`src/rtl/ram_sp_dist.sv`:
```
// ram_sp_dist: parametrised single-port distributed RAM with asynchronous or registered read.
// Define RAM_SP_DIST_CLEAR_EN to build the clear sequencer (BUSY/WERR/CLR); otherwise words load INIT_WORD at time zero.
module ram_sp_dist #(
  parameter int                DATA_W    = 4,
  parameter int                ADDR_W    = 4,
  parameter int                READ_REG  = 0,
  parameter logic [DATA_W-1:0] INIT_WORD = '0
) (
  input  logic              CLK,
  input  logic              RESETN,
  input  logic              WRE,
  input  logic [ADDR_W-1:0] AD,
  input  logic [DATA_W-1:0] DI,
  input  logic              CLR,
  output logic [DATA_W-1:0] DO,
  output logic              BUSY,
  output logic              WERR
);

  localparam int DEPTH = 1 << ADDR_W;

  logic [DATA_W-1:0] mem [DEPTH];
  logic              busy;
  logic              wr_en;
  logic [DATA_W-1:0] rd_word;

`ifdef RAM_SP_DIST_CLEAR_EN
  typedef enum logic {
    ST_IDLE  = 1'b0,
    ST_CLEAR = 1'b1
  } state_e;

  state_e            state_q, state_d;
  logic [ADDR_W-1:0] cnt_q, cnt_d;
  logic              werr_q, werr_d;
  logic              clr_we;

  always_ff @(posedge CLK or negedge RESETN) begin
    if (!RESETN) begin
      state_q <= ST_CLEAR;
      cnt_q   <= '0;
      werr_q  <= 1'b0;
    end else begin
      state_q <= state_d;
      cnt_q   <= cnt_d;
      werr_q  <= werr_d;
    end
  end

  // CLR is only looked at in IDLE, so a request during a sweep never restarts it.
  always_comb begin
    state_d = state_q;
    cnt_d   = cnt_q;
    case (state_q)
      ST_CLEAR: begin
        cnt_d = cnt_q + 1'b1;
        if (cnt_q == ADDR_W'(DEPTH - 1)) begin
          state_d = ST_IDLE;
        end
      end
      default: begin
        if (CLR) begin
          state_d = ST_CLEAR;
          cnt_d   = '0;
        end
      end
    endcase
  end

  always_comb begin
    busy   = (state_q == ST_CLEAR);
    clr_we = busy;
    wr_en  = WRE & ~busy;
    werr_d = WRE & busy;
  end

  always @(posedge CLK) begin
    if (clr_we) begin
      mem[cnt_q] <= INIT_WORD;
    end else if (wr_en) begin
      mem[AD] <= DI;
    end
  end

  assign WERR = werr_q;
`else
  logic unused_ok;

  initial begin
    for (int i = 0; i < DEPTH; i++) begin
      mem[i] = INIT_WORD;
    end
  end

  assign busy  = 1'b0;
  assign wr_en = WRE;
  assign WERR  = 1'b0;
  // CLR has no function here; RESETN only matters when the read port is registered.
  assign unused_ok = ^{CLR, RESETN};

  always @(posedge CLK) begin
    if (wr_en) begin
      mem[AD] <= DI;
    end
  end
`endif

  assign BUSY    = busy;
  assign rd_word = busy ? '0 : mem[AD];

  // Registered read samples mem before this edge's write lands (read-first).
  generate
    if (READ_REG != 0) begin : g_rd_reg
      logic [DATA_W-1:0] do_q;
      always_ff @(posedge CLK or negedge RESETN) begin
        if (!RESETN) begin
          do_q <= '0;
        end else begin
          do_q <= rd_word;
        end
      end
      assign DO = do_q;
    end else begin : g_rd_async
      assign DO = rd_word;
    end
  endgenerate

endmodule

```
`config.mk`:
```
export PLATFORM = sky130hd
export DESIGN_NAME = ram_sp_dist
export DESIGN_NICKNAME = d
export VERILOG_FILES = /design/src/rtl/ram_sp_dist.sv
export SDC_FILE = /design/constraint.sdc
export NUM_CORES = 1
export LEC_CHECK = 0
export CELL_PAD_IN_SITES_DETAIL_PLACEMENT = 0
export CELL_PAD_IN_SITES_GLOBAL_PLACEMENT = 1
export CORE_MARGIN = 2
export CORE_UTILIZATION = 40
export CTS_CLUSTER_DIAMETER = 50
export DETAILED_ROUTE_END_ITERATION = 8
export GPL_TIMING_DRIVEN = 1
export PLACE_DENSITY = 0.71
export SLEW_MARGIN = 20
export SYNTH_ARGS = -nofsm -noshare
export SYNTH_HDL_FRONTEND = slang
export SYNTH_SLANG_ARGS = --single-unit
```
`constraint.sdc`:
```
create_clock -name CLK -period 1.7 [get_ports CLK]
set_input_delay 0.255 -clock CLK [delete_from_list [all_inputs] [get_ports CLK]]
set_output_delay 0.255 -clock CLK [all_outputs]
set_load 0.05 [all_outputs]
```
# After elaboration in Yosys (flattened, before gate mapping)
# Memory sizes are Yosys's and may differ from the RTL's.
# Index checks and enable logic that the tools add are counted.
[op_classes] mux=2
[ops] op="$mux W1" count=2
[totals] ff_bits=0 ram_bits=64 inputBits=12 out_inout_bits=6 elab_cells=3 memories=1
[memory_table] name="mem" depth=16 word_bits=4 read_ports=1 rd_clocked_by_memory_dff=0 write_ports=1 line="22" rtl="logic [DATA_W-1:0] mem [DEPTH];"

# Logic depth before layout (Yosys ltp)
[depth] word_depth=2 depth_mapped=5 depth_no_buf=3

# Worst setup path before layout
# OpenSTA, ideal clock, no wires.
[synth_timing] kind="in2out" startpoint="input AD[0]" endpoint="output DO[2]" t_arrival_ns=1.552 required_ns=1.445 setup_slack_ns=-0.107 stages=5 path_buffers=2 cell_sequence="buf_6 -> buf_12 -> mux4_2 -> a22oi_2 -> nand3_1"
[synth_between] elab_chain_cells=1
[synth_lines] element="from (decl)" line="12" rtl="input logic [ADDR_W-1:0] AD,"
[synth_lines] element="$mem_v2 Z16 W4"
[synth_lines] element="to (decl)" line="15" rtl="output logic [DATA_W-1:0] DO,"
# Every way passes these cells.

# Worst setup path after layout
[layout_timing] startpoint="memory mem[3][0]" endpoint="output DO[0]"
[layout_between] elab_chain_cells=1
[layout_lines] element="from (decl)" line="22"
[layout_lines] element="$mem_v2 Z16 W4"
# Every way passes these cells.

==> impl_results.md <==
- Total track usage: 0.1535
- Port bufs: 13
- # H-tree levels: 3
- Crit path to: DO[0]
- CP max stage cell: mux4_2
- CP Buf/Inv Count: 1
- CTS Sinks: 64
- DRT Pass-1 Iters: 4
- Register area share after synthesis: 0.7399
- MaxCap Viol Count: 0
- Final ANT Viol Nets: 0
- Starting Density: 0.4114
- Dpl hpwl: 3372 um
- CTS tree: yes
- Largest Register: mem
- Worst-margin pin slew: between 0.5 and 0.6 ns
- Fmax: 508.8 MHz
- Crit Path Class: flop to output pin
- Die Wd: 84.59 um
- Synth-to-Final Area Change: 27.46%
- # rows: 29
- Arr. time, crit path: 1.71 ns
- Distinct cells, synth: 19
- Outcome: complete, but fails checks
- Leak Pwr: 1.158 nW
- Crit end category: output pin
- Fin Setup TNS: -0.9420 ns
- Nets: 195
- Hold slack: 0.6835 ns
- Cts hold-fix bufs: 0
- Clock root cell: clkbuf_8
- Synth Instances: 132
- Die height: roughly 85 um
- Clock transition at path regs: 0.06 ns
- Post-DR vias/cell: slightly above 5
- Sequential cell area: 1922 um^2
- Slew Viols, Final: 0
- Total gr overflow: 0
- PnR worst setup slack: -0.2655 ns
- CTS buffer count: 9
- Drt first-iter violations: 142
- Fill cells: 543
- Netlist Area Pre-Place: 2597 um^2
- Slew headroom: 0.6004
- CP required: around 1.4 ns
- Yosys reg bits: 64
- DR vias: 1,344
- Final setup viols: 4
- Final Hold Vio Count: 0
- First-pass GRT wire length: 7976 um
- Die area: approximately 7200 um^2
- Vias in the first global route: ~1,500
- Synth warnings: 0
- Multi-input logic area: 633.1 um^2
- Fin crit period: 1.966 ns
- RSZ-0062 raised after global routing: yes
- Crit path max-delay family: multiplexers
- Placer Congestion: 0.8050
- Drt total wl: 4960 um
- Tcrit/Tclk final: 1.156
- Worst Path Max Fanout: 1
- Max rail drop VDD: 0.7718 mV
- Failing checks: negative setup slack
- Worst Setup SP: mem[3][0]$_DFFE_PP_
- Syn Area/Cell: 19.68 um^2
- Power Density: 992.8 nW/um^2
- Core area: 6314 um^2
- Antenna diodes: 0
- Startpoint types: flop
- Worst path max stage delay: around 0.48 ns
- Crit path cell chain: mux4_2 -> a22oi_2 -> nand3_2 -> buf_8
- Cell depth of the worst setup path: 4
- Most frequent cells in the layout: edfxtp_1, buf_4, mux4_2, nor2_1, clkbuf_8
- Drt wl/cell: between 15 and 20 um
- Drc violations: 0
- CTS max path bufs: 2
- Hold Path Class: primary input to flop
- Initial antenna violation count: 0
- Share of layout cells above drive strength 1: 0.3936
- Max FFs per register: 64
- Regs by FF count: mem (64)
- Final core utilization: 0.5244
- Num ports: 18
- Pin count of the biggest net entering global routing: 17
- Commonest non-fill, non-tap cell in the layout: edfxtp_1
-- layout make-up --
type | instances | share of cell area
sequential | 64 | 0.5805
multi-input combinational | 60 | 0.1912
timing repair buffer | 48 | 0.1455
clock buffer | 10 | 0.03855
tap | 77 | 0.02910
clock inverter | 6 | 0.01512
-- where the power goes --
group / total, mW / switching, mW / internal (mW)
combinational: 0.332 / 0.174 / 0.158
sequential: 1.78 / 0.00687 / 1.77
clock: 1.18 / 0.525 / 0.654
total: 3.29 / 0.706 / 2.58
-- through the flow --
stage               setup WS, ns  cells  total power [mW]  area [um^2]
finish                   -0.2655    265             3.287         3311
detailed placement       -0.6559    247             2.108         3050
global route             -0.3086    265             3.398         3311
global placement         -0.6819    247             2.103         3050
floorplan                0.01581    133             1.979         2621
CTS                      -0.2772    265             3.303         3311
-- kinds of logic after synthesis --
logic type,count (synthesis),share of synthesized area
buffers and inverters,9,0.02793
muxes,16,0.1474
DFF,64,0.7399
and+or+nand+nor,38,0.06984
AOI/OAI and AO/OA,4,0.01349
other,1,0.001444
-- worst min path at each step --
stage | slack (ns) | to | depth (start not counted) | from
2_1_floorplan | 0.35 | mem[0][0]$_DFFE_PP_ | 0 | DI[0]
3_3_place_gp | 1.04 | mem[12][0]$_DFFE_PP_ | 2 | DI[0]
3_5_place_dp | 1.05 | mem[15][0]$_DFFE_PP_ | 2 | DI[0]
4_1_cts | 0.68 | mem[0][0]$_DFFE_PP_ | 5 | AD[0]
5_1_grt | 0.72 | mem[4][0]$_DFFE_PP_ | 5 | AD[0]
6_report | 0.68 | mem[0][0]$_DFFE_PP_ | 5 | AD[0]
-- tightest hold or removal path: stages --
cell    delay [ns]
buf_2         0.16
buf_16        0.14
buf_4         0.11
nor3_1        0.04
buf_4         0.15
-- repair_timing --
item / in CTS / in global routing
pin swaps: 4 / 0
gates resized for setup: 20 / 0
endpoints found under the setup margin: 4 / 4
gates cloned: 2 / 0
buffers inserted: 0 / 0
-- routing by layer --
metal	global-route usage	wire, um	up-vias
met5	0	0	-
met4	0.06061	65	0
met3	0.04228	285	7
met2	0.2341	2402	39
met1	0.2116	2206	665
li1	-	-	633
-- synthesized netlist by cell type, drive strengths merged --
cell type | n | area share
or3b | 1 | 0.0034
buf | 8 | 0.026
nand2 | 5 | 0.0072
nor3 | 4 | 0.0077
clkbuf | 1 | 0.0014
nor2 | 13 | 0.019
edfxtp | 64 | 0.74
nor2b | 2 | 0.0048
nand3b | 2 | 0.0058
nand2b | 2 | 0.0048
conb | 1 | 0.0014
nand3 | 9 | 0.017
mux4 | 16 | 0.15
a22oi | 4 | 0.013
Note: power is estimated with default switching activity, not from simulation.
